**src/rtl/enc_bin2onehot_pipe.sv**
```systemverilog
// enc_bin2onehot_pipe
//   Pipelined binary-to-one-hot / thermometer decoder with a valid/ready
//   handshake on both sides. A main register (M) drives the outputs. A single
//   skid register (S) absorbs one extra word while the downstream stalls, so
//   in_ready depends only on registered state and rst.
//
// Ports
//   clk        single clock, rising edge
//   rst        synchronous active-high reset
//   in_valid   upstream word valid
//   in_ready   block can accept (transfer on in_valid && in_ready)
//   in         binary code, unsigned, IN_W bits
//   in_mode    0 = one-hot, 1 = thermometer, sampled with in
//   out_valid  decoded word valid
//   out_ready  downstream accepts (transfer on out_valid && out_ready)
//   out        decoded word, OUT_W bits, zero while out_valid = 0
//   out_oor    word in out came from a code >= OUT_W
//   err_cnt    saturating count of accepted out-of-range codes
//   err_clr    synchronous clear of err_cnt (wins over a same-cycle increment)

module enc_bin2onehot_pipe #(
  parameter int IN_W      = 4,
  parameter int OUT_W     = 15,
  parameter int ERR_CNT_W = 8
) (
  input  logic                 clk,
  input  logic                 rst,
  input  logic                 in_valid,
  output logic                 in_ready,
  input  logic [IN_W-1:0]      in,
  input  logic                 in_mode,
  output logic                 out_valid,
  input  logic                 out_ready,
  output logic [OUT_W-1:0]     out,
  output logic                 out_oor,
  output logic [ERR_CNT_W-1:0] err_cnt,
  input  logic                 err_clr
);

  // One extra bit so that OUT_W = 2^IN_W is representable and never flags.
  localparam logic [IN_W:0]      OUT_W_X = (IN_W+1)'(OUT_W);
  localparam logic [ERR_CNT_W-1:0] ERR_MAX = '1;

  logic                 m_valid_q, m_valid_d;
  logic [OUT_W-1:0]     m_data_q,  m_data_d;
  logic                 m_oor_q,   m_oor_d;
  logic                 s_valid_q, s_valid_d;
  logic [OUT_W-1:0]     s_data_q,  s_data_d;
  logic                 s_oor_q,   s_oor_d;
  logic [ERR_CNT_W-1:0] err_cnt_q, err_cnt_d;

  logic [IN_W:0]        code_x;
  logic                 in_oor;
  logic [OUT_W-1:0]     dec;
  logic                 accept;
  logic                 drain;

  // Decoder
  always_comb begin
    code_x = {1'b0, in};
    in_oor = (code_x >= OUT_W_X);
    dec    = '0;
    for (int i = 0; i < OUT_W; i++) begin
      if (in_mode) dec[i] = ((IN_W+1)'(i) <= code_x);
      else         dec[i] = ((IN_W+1)'(i) == code_x);
    end
    // Thermometer would otherwise light every bit for an out-of-range code.
    if (in_oor) dec = '0;
  end

  assign in_ready = !rst && !s_valid_q;
  assign accept   = in_valid && in_ready;
  assign drain    = m_valid_q && out_ready;

  // M/S pipeline and error counter next-state
  always_comb begin
    m_valid_d = m_valid_q;
    m_data_d  = m_data_q;
    m_oor_d   = m_oor_q;
    s_valid_d = s_valid_q;
    s_data_d  = s_data_q;
    s_oor_d   = s_oor_q;

    if (!m_valid_q || drain) begin
      if (s_valid_q) begin
        // in_ready is low here, so no accept can collide with the refill.
        m_valid_d = 1'b1;
        m_data_d  = s_data_q;
        m_oor_d   = s_oor_q;
        s_valid_d = 1'b0;
        s_data_d  = '0;
        s_oor_d   = 1'b0;
      end else if (accept) begin
        m_valid_d = 1'b1;
        m_data_d  = dec;
        m_oor_d   = in_oor;
      end else begin
        // Keep out/out_oor at zero whenever out_valid is low.
        m_valid_d = 1'b0;
        m_data_d  = '0;
        m_oor_d   = 1'b0;
      end
    end else if (accept) begin
      s_valid_d = 1'b1;
      s_data_d  = dec;
      s_oor_d   = in_oor;
    end

    err_cnt_d = err_cnt_q;
    if (err_clr) begin
      err_cnt_d = '0;
    end else if (accept && in_oor && (err_cnt_q != ERR_MAX)) begin
      err_cnt_d = err_cnt_q + 1'b1;
    end
  end

  always_ff @(posedge clk) begin
    if (rst) begin
      m_valid_q <= 1'b0;
      m_data_q  <= '0;
      m_oor_q   <= 1'b0;
      s_valid_q <= 1'b0;
      s_data_q  <= '0;
      s_oor_q   <= 1'b0;
      err_cnt_q <= '0;
    end else begin
      m_valid_q <= m_valid_d;
      m_data_q  <= m_data_d;
      m_oor_q   <= m_oor_d;
      s_valid_q <= s_valid_d;
      s_data_q  <= s_data_d;
      s_oor_q   <= s_oor_d;
      err_cnt_q <= err_cnt_d;
    end
  end

  assign out_valid = m_valid_q;
  assign out       = m_data_q;
  assign out_oor   = m_oor_q;
  assign err_cnt   = err_cnt_q;

endmodule

```
**config.mk**
```make
export PLATFORM = sky130hd
export DESIGN_NAME = enc_bin2onehot_pipe
export DESIGN_NICKNAME = d
export VERILOG_FILES = /design/src/rtl/enc_bin2onehot_pipe.sv
export SDC_FILE = /design/constraint.sdc
export NUM_CORES = 1
export LEC_CHECK = 0
export ABC_CLOCK_PERIOD_IN_PS = 1250
export CELL_PAD_IN_SITES_DETAIL_PLACEMENT = 1
export CELL_PAD_IN_SITES_GLOBAL_PLACEMENT = 2
export CORE_MARGIN = 2
export CORE_UTILIZATION = 29
export CTS_BUF_LIST = sky130_fd_sc_hd__clkbuf_2 sky130_fd_sc_hd__clkbuf_4 sky130_fd_sc_hd__clkbuf_8
export CTS_CLUSTER_SIZE = 30
export DETAILED_ROUTE_END_ITERATION = 10
export PLACE_DENSITY_LB_ADDON = 0.05
export RECOVER_POWER = 25
export SETUP_SLACK_MARGIN = 0.5
export SLEW_MARGIN = 20
export SYNTH_ARGS = -nofsm -noshare
export SYNTH_HDL_FRONTEND = slang
export SYNTH_SLANG_ARGS = --single-unit
```
**constraint.sdc**
```tcl
create_clock -name clk -period 1.25 [get_ports clk]
set_input_delay 0.1875 -clock clk [delete_from_list [all_inputs] [get_ports clk]]
set_output_delay 0.1875 -clock clk [all_outputs]
set_load 0.05 [all_outputs]
```
==> results_dict.tcl, run 1 <==
set metrics [dict create \
    dieHeight_um 89.3 \
    grt_setup_unrepaired "true" \
    synthToLayoutAreaGrowth_pct 108 \
    fmax_mhz 690 \
    failed_checks "setup timing" \
    startpoint_type "flop" \
    die-area_sq_mm 0.00797 \
    hold_buffers 0 \
    intPower_mw 2.42 \
    start_util_pct 29.5 \
    cp_num_buf_inv 2 \
    netlist_instances 256 \
    routed-via-count 2505 \
    cts_buffers 5 \
    slew_headroom_pct 68.0 \
    syn_area_sq_mm 0.00211 \
    crit_path_end_kind "flop" \
    slowest_stage "dfxtp_2" \
    avgSynthCellArea_sq_um 8.24 \
    finClkSkew_ns 0.00650 \
    worstPathRequired_ns 1.45 \
    fp-row-count 31 \
    synth_top_area_share_pct 39.9 \
    final_hold_viol_count 0 \
    min_path_cells 3 \
    dp.final_hpwl_um 5460 \
    synth-seq-cells 42 \
    synth-seq-area-share_pct 39.9 \
    seqPwrFrac_pct 40.0 \
    synthTopCellsByArea "dfxtp_1 40%, nor2_1 5.2%, a21oi_1 4.5%" \
    power_frac_comb_pct 26.9 \
    dr.pass1.iters 4 \
    cts_sinks 42 \
    pin_count 36 \
    drive_gt1_share_pct 64.5 \
    p_leak_nw 1.69 \
    finish.net_count 379 \
    vias_per_cell 5.35 \
    drv_slew 0 \
    finalWorstSetupSlack_ns -0.199 \
    status "finished with violations" \
    antenna_found_initial 0 \
    reg2reg_slack_ns -0.20 \
    drcViolationCount 0 \
    postRouteAntennaNets 0 \
    r2r_end "s_data_q[13]$_SDFFE_PP0P_" \
    async_reset_ff_share_pct 0 \
    n_antenna_cell 0 \
    cp_top_family "simple AND/OR/NAND/NOR gates" \
    drtIter0Drc 127 \
    holdWs_ns 0.456 \
    wl_per_cell_um 20.4 \
    path_class "reg -> reg" \
    critPathMaxFanout 8 \
    gr-usage-all-layers_pct 22.9 \
    critPathArrivalTime_ns 1.65 \
    ff2ff_path_depth 6 \
    min_from "rst" \
    ir_worst_vdd_mv 0.366 \
    ys_warn_count 0 \
    path_cells "buf_4 -> nor4bb_4 -> buf_6 -> a21oi_4 -> a22oi_1 -> nor2_1" \
    min_to "out[8]$_SDFFE_PP0N_" \
    synth_cell_types 45 \
    drt-total-wl_um 9570 \
    clk_root_buffer_cell "clkbuf_8" \
    cts_tree "done" \
    clk-insertion-delay-late_ns 0.31 \
    power_switching_mw 1.07 \
    synth.largest_area_cell "dfxtp_1" \
    grt_max_degree 20 \
    hold_class "in -> reg" \
    power_density_mw_per_mm2 796 \
    period_needed_ns 1.45 \
    fin_crit_sh_pct 116 \
    core-area_sq_mm 0.00714 \
    synth_ff_type "dfxtp_1" \
    grt_pass1_vias 2605 \
    die_w_um 89.3 \
    synth_nets 267 \
    worstMarginPinSlew_ns 0.480 \
    grt_pass1_wl_um 13700 \
    synth_edf_count 0 \
    setup_viol 36 \
    cts.path.max_buffers 2 \
    clk_pin_slew_ns 0.09 \
    port_buffers 35 \
    post-place-ws_ns -0.616 \
    p_clk_share_pct 33.0 \
    overflow 0 \
    finalWeightedCongestion 0.767 \
    max_stage_delay_ns 0.35 \
    htree_levels 2 \
    cap_violations 0 \
    regToRegStartpoint "s_valid_q$_SDFFE_PP0P_" \
    sw_frac_of_total_pct 30.7 \
]
sequential cells by signal (all words and copies together), names as in the netlist:
name / count
err_cnt: 8
out: 15
out_oor: 1
out_valid: 1
s_data_q: 15
s_oor_q: 1
s_valid_q: 1
placed cells by master (no fill, tap or decap), types with 4 or more instances in the layout:
cell / Yosys / layout
buf_6: 1 / 26
nor3_1: 9 / 4
nor2_1: 29 / 26
a32oi_2: 0 / 4
dlygate4sd2_1: 0 / 4
dfxtp_4: 0 / 11
a31oi_1: 7 / 5
clkbuf_8: 0 / 5
dfxtp_1: 42 / 16
buf_12: 0 / 33
nor3_2: 0 / 5
a32oi_1: 10 / 5
a221oi_4: 0 / 4
dfxtp_2: 0 / 15
nand3_1: 11 / 9
nand2_1: 24 / 20
o21ai_0: 10 / 7
a211oi_2: 0 / 8
a21oi_1: 19 / 9
buf_4: 1 / 57
a21oi_2: 0 / 8
worst reg2reg max path, cell delays in order (launching register included):
cell	delay [ns]
dfxtp_2	0.35
buf_4	0.16
nor4bb_4	0.29
buf_6	0.17
a21oi_4	0.07
a22oi_1	0.24
nor2_1	0.07
power by group through the flow:
| stage | Clock (mW) | Combinational, mW | Sequential [mW] |
|---|---|---|---|
| 2_1_floorplan | 0 | 0.321 | 1.50 |
| 3_3_place_gp | 0 | 0.712 | 1.43 |
| 3_5_place_dp | 0 | 0.716 | 1.43 |
| 4_1_cts | 1.16 | 0.870 | 1.40 |
| 5_1_grt | 1.23 | 0.981 | 1.40 |
| 6_report | 1.15 | 0.938 | 1.40 |
synthesized netlist by cell type, types with 3 or more instances:
library cell / instances
dfxtp_1: 42
nor2_1: 29
nand2_1: 24
a21oi_1: 19
nand3_1: 11
a32oi_1: 10
clkbuf_1: 10
o21ai_0: 10
a211oi_1: 9
nor3_1: 9
buf_2: 8
a31oi_1: 7
and3_1: 6
a221oi_1: 5
a22oi_1: 4
o21ba_2: 4
buf_1: 3
inv_1: 3
mux2i_1: 3
nand2b_1: 3
o22ai_1: 3
or2_2: 3
metal layers:
layer / track usage [%] / part of all wire, %
met5: 0 / 0
met4: 5.83 / 1.1
met3: 2.77 / 2.0
met2: 40.1 / 53
met1: 29.9 / 44
area by class of cell:
| cell class | count | area, sq um |
|---|---|---|
| fillers | 777 | 2760 |
| multi-input cells | 188 | 1700 |
| repair buffers | 128 | 1530 |
| flip-flops and latches | 42 | 901 |
| well taps | 99 | 124 |
| clock buffers | 5 | 68.8 |
| clock inverters | 3 | 43.8 |
| inverters | 3 | 11.3 |
through the flow:
step                      instance area (sq um)  total power [mW]  cells  setup TNS (ns)  utilization, %
after detailed placement                   3490              2.15    426          -20.15            48.9
after CTS                                  4150              3.43    462           -3.03            58.2
after global routing                       4380              3.61    468           -5.67            61.4
final                                      4380              3.49    468           -3.48            61.4
after floorplan                            2480              1.83    256          -0.485               -
after global placement                     3490              2.14    426          -19.36            48.9
worst max path at each step:
stage	startpoint	end	slack, ns	cells after the start
CTS	s_valid_q$_SDFFE_PP0P_	err_cnt[0]$_SDFFE_PP0P_	-0.17	6
global route	s_valid_q$_SDFFE_PP0P_	s_data_q[13]$_SDFFE_PP0P_	-0.25	6
detailed placement	in[2]	out[7]$_SDFFE_PP0N_	-0.62	7
finish	s_valid_q$_SDFFE_PP0P_	s_data_q[13]$_SDFFE_PP0P_	-0.20	6
global placement	in[0]	out[10]$_SDFFE_PP0N_	-0.61	6
floorplan	err_cnt[1]$_SDFFE_PP0P_	err_cnt[7]$_SDFFE_PP0P_	-0.16	4
kinds of logic (layout without fill, tap and decap cells):
logic type | after synthesis | count (layout) | share of synthesized area [%]
simple gates | 100 | 100 | 24.0
compound gates | 84 | 84 | 28.4
flops | 42 | 42 | 39.9
buf+inv | 26 | 139 | 5.64
mux | 3 | 3 | 1.42
fa+ha+maj | 1 | 1 | 0.593
timing repair:
item	4_1_cts	5_1_grt
buffers inserted	23	6
gates resized for setup	75	36
cloned	5	0
pin swaps	28	18
setup endpoints to repair	68	68
Note: power is estimated with default switching activity, not from simulation.
==> inputs of run 2 (changes only) <==
- CTS_CLUSTER_SIZE: 30 -> 25
- SETUP_SLACK_MARGIN: 0.5 -> unset
- SLEW_MARGIN: 20 -> 25
==> run 2 against run 1 <==
  * The run still ends with setup timing left
  * Die area unchanged
  * First-iteration DRC count down 31%
  * Non-clock buffer count down 13
  * Maximum frequency down 2.5%
  * Wire length down 12%
  * Clock power about the same
  * Critical path type unchanged
  * Largest power group unchanged
==> results_dict.tcl, run 2 (synthesized netlist as in run 1, its figures left out) <==
set metrics [dict create \
    setup-tns-final_ns -4.24 \
    core-area_sq_mm 0.00714 \
    power.total_mw 3.36 \
    period_needed_ns 1.49 \
    drive_gt1_share_pct 58.1 \
    fin_crit_sh_pct 119 \
    overflow 0 \
    clk_root_buffer_cell "clkbuf_8" \
    final_area_sq_mm 0.00399 \
    drcViolationCount 0 \
    cts_sinks 42 \
    critPathArrivalTime_ns 1.67 \
    multiInputGateArea_sq_mm 0.00161 \
    finalWorstSetupSlack_ns -0.236 \
    grt_max_degree 25 \
    placed_area_sq_mm 0.00331 \
    gr-usage-all-layers_pct 19.9 \
    cts.path.max_buffers 2 \
    final_core_util_pct 55.9 \
    critPathMaxFanout 8 \
    crit_path_end_kind "flop" \
    die_w_um 89.3 \
    antenna_found_initial 0 \
    p_leak_nw 1.54 \
    fmax_mhz 673 \
    finalWeightedCongestion 0.753 \
    slew_headroom_pct 68.9 \
    failed_checks "setup timing" \
    area.sequential_sq_um 866 \
    cts_tree "done" \
    dieHeight_um 89.3 \
    hold_class "reg -> reg" \
    cap_violations 0 \
    drtIter0Drc 87 \
    grt_pass1_wl_um 12100 \
    fill_cells 807 \
    power_density_mw_per_mm2 843 \
    dr.pass1.iters 5 \
    setup_viol 37 \
    dp.final_hpwl_um 5380 \
    die-area_sq_mm 0.00797 \
    drt-total-wl_um 8450 \
    startpoint_type "flop" \
    worstPathRequired_ns 1.44 \
    post-place-ws_ns -0.696 \
    start_util_pct 29.5 \
    clk_pin_slew_ns 0.09 \
    synthToLayoutAreaGrowth_pct 89.1 \
    grt_pass1_vias 2337 \
    status "finished with violations" \
    layout_common_cells "60 x buf_4, 32 x dfxtp_1, 27 x nor2_1" \
    hold_buffers 0 \
    finClkSkew_ns 0.0104 \
    fp-row-count 31 \
    grt_setup_unrepaired "true" \
    layout_commonest_cell "buf_4" \
    clk-insertion-delay-late_ns 0.30 \
    drv_slew 0 \
    port_buffers 35 \
    cts_buffers 5 \
    postRouteAntennaNets 0 \
    worstMarginPinSlew_ns 0.467 \
    ir_worst_vdd_mv 0.511 \
    vias_per_cell 5.25 \
    routed-via-count 2388 \
    wl_per_cell_um 18.6 \
    finish.net_count 366 \
    htree_levels 2 \
    n_antenna_cell 0 \
    final_hold_viol_count 0 \
    path_class "reg -> reg" \
    pin_count 36 \
]
-- run 2: worst paths after layout --
| kind | end | startpoint | cells after the start | slack (ns) |
|---|---|---|---|---|
| worst max-delay path | s_data_q[12]$_SDFFE_PP0P_ | s_valid_q$_SDFFE_PP0P_ | 5 | -0.24 |
| worst min-delay path | s_data_q[4]$_SDFFE_PP0P_ | s_data_q[4]$_SDFFE_PP0P_ | 2 | 0.50 |
| worst max register to register | s_data_q[12]$_SDFFE_PP0P_ | s_valid_q$_SDFFE_PP0P_ | 5 | -0.24 |
| worst min register to register | s_data_q[4]$_SDFFE_PP0P_ | s_data_q[4]$_SDFFE_PP0P_ | 2 | 0.50 |
-- run 2: final cells by class --
type | count | share of cell area [%]
multi-input combinational | 188 | 40.3
timing repair buffer | 115 | 31.8
sequential | 42 | 21.7
tap | 99 | 3.11
clock buffer | 5 | 1.73
clock inverter | 3 | 1.10
inverter | 3 | 0.282
-- run 2: report_power, final --
part	total, mW	internal (mW)	switching, mW
clock network	1.14	0.600	0.538
registers	1.40	1.36	0.0361
logic	0.822	0.386	0.437
total	3.36	2.35	1.01
-- run 2: per-stage QoR --
stage	std cells	hold WS, ns
global route	455	0.524
CTS	445	0.499
global placement	430	0.468
finish	455	0.498
floorplan	256	0.362
detailed placement	430	0.479
-- run 2: layer usage --
layer	GRT usage [%]	part of all wire, %	wire length, um
met1	27.3	46	3910
met2	32.5	50	4230
met3	3.51	2.4	204
met4	5.29	1.2	104
met5	0	0	0
-- run 2: worst max-delay path, stage by stage, from the launching register on --
cell and delay [ns]:
dfxtp_4 0.37, buf_12 0.13, nor4bb_4 0.38, a21oi_2 0.17, a22oi_1 0.23, nor2_1 0.09
-- run 2: what timing repair did --
item / 4_1_cts / 5_1_grt
pin swaps: 15 / 29
resized for setup: 53 / 55
setup buffers: 6 / 10
endpoints found under the setup margin: 41 / 41
cloned: 1 / 1
==> inputs of run 3 (changes only) <==
- ABC_CLOCK_PERIOD_IN_PS: 1250 -> 1300
- clock period: 1.25 -> 1.3 ns (I/O delays scaled with it)
==> run 3 against run 2 <==
  * The flow still finishes with violations (setup timing)
  * Global-route usage is 0.51 points higher
  * Clock power down 4%
  * Setup slack better by 0.081 ns
  * Sequential power is 4% lower
  * Sequential cell count unchanged
  * Clock skew fell by 0.0011 ns
  * Critical path depth unchanged
  * Utilization down 3.0 points
  * Final cell count down 3.3%
  * Total power down 5.5%
  * Wire length down 7.1%
  * Clock-buffer cell count increased by 2
==> results_dict.tcl, run 3 (synthesized netlist as in run 1, its figures left out) <==
set metrics [dict create \
    status "finished with violations" \
    failed_checks "setup timing" \
    worstMarginPinSlew_ns 0.337 \
    critPathMaxFanout 4 \
    finalWeightedCongestion 0.760 \
    drv_slew 0 \
    cts_buffers 5 \
    worstPathRequired_ns 1.54 \
    path_class "reg -> reg" \
    dieHeight_um 89.3 \
    wl_per_cell_um 17.8 \
    crit_path_end "err_cnt[7]$_SDFFE_PP0P_" \
    ir_worst_vdd_mv 0.610 \
    postRouteAntennaNets 0 \
    start_util_pct 29.5 \
    startpoint_type "flop" \
    die-area_sq_mm 0.00797 \
    n_antenna_cell 0 \
    p_leak_nw 1.42 \
    overflow 0 \
    slowest_stage "or4_4" \
    dr.pass1.iters 4 \
    drt-total-wl_um 7850 \
    hold_buffers 0 \
    port_buffers 35 \
    cts.path.max_buffers 2 \
    grt_setup_unrepaired "true" \
    clk-insertion-delay-late_ns 0.30 \
    fp-row-count 31 \
    final_hold_viol_count 0 \
    clk_root_buffer_cell "clkbuf_8" \
    finClkSkew_ns 0.00927 \
    reg2reg_slack_ns -0.16 \
    power_density_mw_per_mm2 841 \
    fmax_mhz 687 \
    layout_commonest_cell "buf_4" \
    drtIter0Drc 55 \
    hold_class "reg -> reg" \
    grt_pass1_vias 2424 \
    layout_common_cells "41 x buf_4, 32 x dfxtp_1, 26 x nor2_1" \
    period_needed_ns 1.46 \
    crit_path_start "s_valid_q$_SDFFE_PP0P_" \
    gr-usage-all-layers_pct 20.5 \
    setup_viol 28 \
    path_cells "nor3b_4 -> buf_6 -> o211ai_4 -> or4_4 -> a21oi_2" \
    drcViolationCount 0 \
    cts_tree "done" \
    core-area_sq_mm 0.00714 \
    fin_crit_sh_pct 112 \
    regToRegStartpoint "s_valid_q$_SDFFE_PP0P_" \
    slew_headroom_pct 77.5 \
    cp_num_buf_inv 1 \
    finalWorstSetupSlack_ns -0.155 \
    antenna_found_initial 0 \
    final_area_sq_mm 0.00377 \
    dp.final_hpwl_um 5130 \
    grt_max_degree 34 \
    cp.depth 5 \
    cap_violations 0 \
    critPathArrivalTime_ns 1.69 \
    clk_pin_slew_ns 0.09 \
    htree_levels 2 \
    ff2ff_path_depth 5 \
    dp.cells 421 \
    placed_area_sq_mm 0.00321 \
    cp_top_family "simple AND/OR/NAND/NOR gates" \
    fill_cells 812 \
    die_w_um 89.3 \
    max_stage_delay_ns 0.42 \
    finish.net_count 351 \
    synthToLayoutAreaGrowth_pct 78.9 \
    cts_sinks 42 \
    crit_path_end_kind "flop" \
    vias_per_cell 5.32 \
    r2r_end "err_cnt[7]$_SDFFE_PP0P_" \
    routed-via-count 2341 \
    drive_gt1_share_pct 52.5 \
    final_cells 440 \
    pin_count 36 \
    grt_pass1_wl_um 12500 \
]
## run 3: changes by cell type in the layout (fill, tap and decap cells not counted), sizes merged
cell	change
buf	-12
clkdlybuf4s15	+2
dlygate4sd2	-2
bufbuf	-1
clkinv	-1
inv	-1
## run 3: how the worst min path moves through the flow
stage,from,endpoint,cells after the start
floorplan,in_valid,s_valid_q$_SDFFE_PP0P_,2
global placement,s_data_q[4]$_SDFFE_PP0P_,s_data_q[4]$_SDFFE_PP0P_,2
detailed placement,s_data_q[4]$_SDFFE_PP0P_,s_data_q[4]$_SDFFE_PP0P_,2
CTS,s_data_q[4]$_SDFFE_PP0P_,s_data_q[4]$_SDFFE_PP0P_,2
global route,s_data_q[4]$_SDFFE_PP0P_,s_data_q[4]$_SDFFE_PP0P_,2
finish,s_data_q[4]$_SDFFE_PP0P_,s_data_q[4]$_SDFFE_PP0P_,2
## run 3: layout make-up
class | count | area [sq um] | area share, %
Multi-Input combinational cell | 188 | 1520 | 40.3
Timing Repair Buffer | 100 | 1140 | 30.1
Sequential cell | 42 | 866 | 23.0
Tap cell | 99 | 124 | 3.28
Clock buffer | 7 | 83.8 | 2.22
Clock inverter | 1 | 30.0 | 0.796
Inverter | 3 | 11.3 | 0.299
## run 3: worst reg2reg max path: cells and delay by family, from the launching register on
| kind | cells | cell delay [ns] |
|---|---|---|
| flops | 1 | 0.38 |
| compound gates | 2 | 0.21 |
| simple gates | 2 | 0.65 |
| buf+inv | 1 | 0.16 |
## run 3: per-layer routing
layer / wire (um) / GRT usage, % / vias to the layer above
met5: 0 / 0 / -
met4: 110 / 5.83 / 0
met3: 167 / 3.32 / 8
met2: 4050 / 35.2 / 36
met1: 3520 / 26.4 / 1172
li1: - / - / 1125
## run 3: repair_timing
item,in CTS,in global routing
setup buffers,13,0
pin swaps,28,19
setup endpoints to repair,41,41
resized for setup,65,43
endpoints found under the hold margin,0,0
cloned,1,0
## run 3: power by group
group	switching [mW]	total (mW)	internal (mW)
combinational	0.393	0.730	0.338
sequential	0.0319	1.34	1.31
clock	0.484	1.10	0.618
total	0.908	3.17	2.27
## run 3: metrics by stage
stage                     setup slack, ns  TNS (ns)  utilization [%]  hold slack, ns  total power, mW
after CTS                          -0.150     -2.48             51.6           0.495             3.19
after global placement             -0.630    -19.67             45.0           0.466             1.99
after global routing               -0.210     -4.41             52.9           0.528             3.29
after detailed placement           -0.660    -20.34             45.0           0.474             1.99
after floorplan                    -0.137    -0.244                -           0.370             1.68
final                              -0.155     -2.14             52.9           0.489             3.17
==> patch 1, RTL diff (settings of run 1) <==
`ERR_CNT_W`: 8 -> 12.
--- a/src/rtl/enc_bin2onehot_pipe.sv
+++ b/src/rtl/enc_bin2onehot_pipe.sv
@@ -21,7 +21,7 @@
 module enc_bin2onehot_pipe #(
   parameter int IN_W      = 4,
   parameter int OUT_W     = 15,
-  parameter int ERR_CNT_W = 8
+  parameter int ERR_CNT_W = 12
 ) (
   input  logic                 clk,
   input  logic                 rst,
Ports: changed (resized err_cnt); port bits go from 36 to 40. The function was not compared with the original's and may differ.
==> patch 1 against run 1 <==
  * The flow still finishes with violations (negative setup slack)
  * Sequential cell count is 4 higher
  * Design area is 21% higher
  * Setup slack worse by 0.17 ns
  * Sequential power is 9% higher
  * Critical path depth is 1 lower
  * Hold slack better by 0.0049 ns
  * Area after synthesis is 14% higher
  * Total power is 2.6% higher
  * Non-clock buffer count is 38 higher
  * Wire length is 21% higher
  * Largest power group unchanged
  * Highest routed layer unchanged
==> patch 1: results (changes against run 1) <==
[logic_synthesis]
synth.net_count = 309  ; was 267
synth-compound-area-share = 0.267  ; was 0.284
synth_top_cells_by_area = dfxtp_1, nand3_1, nand2_1  ; was dfxtp_1, nor2_1, a21oi_1
synth-seq-area-share = 0.382  ; was 0.399
yosysUniqueCellTypes = 51  ; was 45
netlist.area_leader.share = 0.382  ; was 0.399
synth_commonest_cells = dfxtp_1, nand2_1, nand3_1  ; was dfxtp_1, nor2_1, nand2_1
synth_fa_ha_area_frac = 0.00519  ; was 0.00593

[drt]
detail_route.wl_per_cell_um = 21.0  ; was 20.4 um
drt_iter0_markers = 114  ; was 127
first_pass_iters = 4  ; unchanged
vias = 3091  ; was 2505

[setup_path]
cp.arrival_ns = 1.86  ; was 1.65 ns
max_stage_delay_ns = 0.42  ; was 0.35 ns
cp_max_fo = 5  ; was 8
crit_path_top_delay_cell = or3b_4  ; was dfxtp_2

[power]
p_leak_uw = 0.00197  ; was 0.00169 uW
vdd_drop_max_mv = 0.418  ; was 0.366 mV

[sta]
worst_slack_ns = -0.374  ; was -0.199 ns
relSlewSlack = 0.548  ; was 0.680
finClkSkew_ns = 0.0138  ; was 0.00650 ns
setup_viol = 43  ; was 36

[global_routing]
grt_pass1_vias = 3348  ; was 2605
grt_first_pass_wirelength_mm = 17.2  ; was 13.7 mm
track_usage = 0.246  ; was 0.229
grt_start_max_net_pins = 28  ; was 20

[place]
place.gp.congestion = 0.804  ; was 0.767
io_buffers = 39  ; was 35
placed_area_sq_um = 4060  ; was 3490 sq um

[status]
status = finished with violations  ; unchanged
violations = negative setup slack  ; unchanged

[cells_and_area]
fillers = 819  ; was 777
nets = 458  ; was 379
seqCellArea_sq_um = 991  ; was 901 sq um
drive_gt1_frac = 0.672  ; was 0.645

[cts]
cts_max_level = 2  ; unchanged

-- patch 1: logic make-up after synthesis --
group                      count (synthesis)
muxes                                      3
DFF                                       46
adders and majority gates                  1
and+or+nand+nor                          131
buffers and inverters                     27
AOI/OAI and AO/OA                         90
-- patch 1: where the power goes --
part	total, uW	switching, uW	internal [uW]
Sequential	1520	42.5	1470
Clock	1010	601	407
Combinational	1050	529	524
-- patch 1: final timing paths --
path | startpoint | endpoint | slack (ns) | cells after the start
setup / recovery | s_valid_q | s_data_q[14] | -0.37 | 5
hold / removal | in[0] | out[14] | 0.46 | 5
setup reg to reg | s_valid_q | s_data_q[14] | -0.37 | 5
hold reg to reg | s_data_q[7] | s_data_q[7] | 0.54 | 2
-- patch 1: metal layers --
metal,up-vias,routed length [um],share of wire,global-route usage
met2,62,6100,0.53,0.454
met3,33,326,0.028,0.0403
met5,-,0,0,0
met1,1555,4820,0.41,0.288
met4,0,362,0.031,0.0749
li1,1441,-,-,-
-- patch 1: worst register-to-register path, cell delays in order (launching register included) --
cell,delay [ns]
dfxtp_4,0.39
or3b_4,0.42
buf_8,0.17
nor4b_4,0.31
a32oi_1,0.12
nor2_1,0.15
-- patch 1: layout make-up --
| cell class | count | share of cell area |
|---|---|---|
| inverters | 3 | 0.00260 |
| repair buffers | 166 | 0.377 |
| flip-flops and latches | 46 | 0.188 |
| clock buffers | 5 | 0.0130 |
| well taps | 105 | 0.0249 |
| multi-input cells | 225 | 0.390 |
| clock inverters | 3 | 0.00450 |
-- patch 1: metrics by stage --
step | power [uW] | setup WS [ns] | setup TNS [ns] | std cells
after floorplan | 1990 | -0.242 | -3.02 | 298
after global placement | 2290 | -0.704 | -24.80 | 498
after detailed placement | 2300 | -0.735 | -25.92 | 498
after CTS | 3510 | -0.280 | -5.79 | 539
after global routing | 3700 | -0.403 | -9.25 | 553
final | 3580 | -0.374 | -7.14 | 553
-- patch 1: repair_timing --
action / CTS / global route
gates cloned: 5 / 1
pin swaps: 40 / 34
endpoints found under the setup margin: 76 / 76
buffers inserted: 28 / 13
gates resized for setup: 115 / 55
==> patch 2, RTL diff (config.mk and constraints of run 1) <==
Without the edit above. Make the reset (`rst`) asynchronous in one clocked block. Comments in the files are not updated.
--- a/src/rtl/enc_bin2onehot_pipe.sv
+++ b/src/rtl/enc_bin2onehot_pipe.sv
@@ -114,7 +114,7 @@
     end
   end
 
-  always_ff @(posedge clk) begin
+  always_ff @(posedge clk or posedge rst) begin
     if (rst) begin
       m_valid_q <= 1'b0;
       m_data_q  <= '0;
Behaviour: differs if rst is asserted again (counterexample within 4 cycles, from zero or initial values and one cycle with rst high); with rst held inactive, the same outputs for 10 cycles.
==> patch 2 against run 1 <==
  * The run still ends with negative setup slack left
  * Sequential share of layout area is 7.1 points higher
  * Sequential cell count stayed put
  * Total power increased by 13%
  * Setup slack got worse by 0.14 ns
  * Non-clock buffer count down 10
  * Design area fell by 11%
  * Wire length fell by 21%
  * First-iteration DRC count decreased by 48%
  * Maximum frequency shrank 8.7%
  * Hold slack got worse by 0.17 ns
  * Area after synthesis is 0.53% higher
  * Sequential power grew 16%
==> patch 2: results (changes against run 1) <==
[status]
status = finished with violations  ; unchanged
violations = negative setup slack  ; unchanged

[cts]
numCtsBuffers = 5  ; unchanged
path_clk_slew_ns = 0.09  ; about the same
clkLatencyLatePin_ns = 0.30
cts_buffer_depth = 2  ; unchanged
cts_max_level = 2  ; unchanged
cts-root-buf = clkbuf_8  ; unchanged

[global_routing]
antenna_found_initial = 0  ; unchanged
track_usage = 0.200  ; was 0.229
grt_first_pass_wirelength_mm = 12.1  ; was 13.7 mm
grt_start_max_net_pins = 27  ; was 20
grt_pass1_vias = 2325  ; was 2605

[sta]
worst_slack_ns = -0.336  ; was -0.199 ns
max_slew.worst_pin.slew_ns = 0.723  ; was 0.480 ns
fin_hold_ws_ns = 0.289  ; was 0.456 ns
setup_viol = 43  ; was 36
finClkSkew_ns = 0.00356  ; was 0.00650 ns

[worst_hold_path]
hold_start = in_valid  ; was rst
whs_endpoint = out_valid  ; was out[8]
hold_class = input port to flip-flop  ; unchanged
min_path_cells = 3  ; unchanged

[logic_synthesis]
synth-async-reset-ratio = 1.00  ; was 0
synth_commonest_cells = dfrtp_1, a21oi_1, nand3_1, nor2_1, o21ai_1  ; was dfxtp_1, nor2_1, nand2_1
synth_top_cells_by_area = dfrtp_1, a21oi_1, nand3_1  ; was dfxtp_1, nor2_1, a21oi_1
yosysUniqueCellTypes = 41  ; was 45
yosys_warnings = 0  ; unchanged
synth.net_count = 244  ; was 267
synth_ff_type = dfrtp_1  ; was dfxtp_1
synth-seq-area-share = 0.496  ; was 0.399

[setup_path]
criticalPathCategory = flip-flop to flip-flop  ; unchanged
r2r_cells = 5  ; was 6
r2r-start = s_valid_q  ; unchanged
r2r-end = err_cnt[6]  ; was s_data_q[13]
cp_max_fo = 5  ; was 8
cp.arrival_ns = 1.81  ; was 1.65 ns

[drt]
first_pass_iters = 4  ; unchanged
drt_iter0_markers = 66  ; was 127
detail_route.wl_per_cell_um = 17.4  ; was 20.4 um
vias = 2205  ; was 2505

[cells_and_area]
antennaDiodeCount = 0  ; unchanged
fillers = 781  ; was 777
nets = 348  ; was 379
drive_gt1_frac = 0.550  ; was 0.645

[place]
place.gp.congestion = 0.784  ; was 0.767
hpwl_mm = 5.13  ; was 5.46 mm
io_buffers = 35  ; unchanged
placed_area_sq_um = 3400  ; was 3490 sq um
pre_cts_ws_ns = -0.610  ; was -0.616 ns

[power]
p_leak_uw = 0.00167  ; was 0.00169 uW
vdd_drop_max_mv = 0.617  ; was 0.366 mV

[patch 2: metrics by stage]
stage | setup TNS, ns | cells
after floorplan | -6.19 | 233
after global placement | -16.98 | 407
after detailed placement | -17.71 | 407
after CTS | -6.86 | 431
after global routing | -11.21 | 437
final | -8.21 | 437
[patch 2: layout make-up]
cell class	instances	area, sq um	share of cell area
Clock buffer	7	83.8	0.0214
Timing Repair Buffer	118	1330	0.341
Sequential cell	42	1080	0.277
Inverter	1	7.51	0.00192
Tap cell	99	124	0.0317
Multi-Input combinational cell	169	1250	0.320
Clock inverter	1	30.0	0.00768
[patch 2: critical path, stage by stage, from the launching register on]
cell and delay [ns]:
dfrtp_1 0.41, nor3b_2 0.20, buf_4 0.19, o211ai_1 0.16, or4_1 0.42, a21oi_1 0.13
[patch 2: worst max path at each step]
stage,end,depth (start not counted)
after floorplan,err_cnt[6],5
after global placement,out[14],6
after global routing,err_cnt[0],6
after detailed placement,out[14],6
after CTS,err_cnt[6],5
final,err_cnt[6],5
[patch 2: what timing repair did]
item                       CTS  global route
setup endpoints to repair   84            68
resized for setup           52            14
buffers inserted            14             6
gates cloned                 2             0
pin swaps                   16            10
hold endpoints to repair     0             0
[patch 2: power by group]
group          leakage, uW  internal [uW]  switching [uW]
combinational      0.00109            573             619
clock            0.0000593            642             494
sequential        0.000526           1500             118
[patch 2: cells by family after synthesis]
group / count (synthesis) / synth area share
mux: 3 / 0.0142
flops: 42 / 0.496
xor+xnor: 3 / 0.0124
compound gates: 74 / 0.221
simple gates: 88 / 0.209
buf+inv: 22 / 0.0419
fa+ha+maj: 1 / 0.00590
[patch 2: per-layer routing]
layer | vias to the layer above | track usage | share of wire
met5 | - | 0 | 0
met4 | 0 | 0.0638 | 0.018
met3 | 12 | 0.0416 | 0.030
met2 | 33 | 0.332 | 0.51
met1 | 1102 | 0.260 | 0.44
li1 | 1058 | - | -
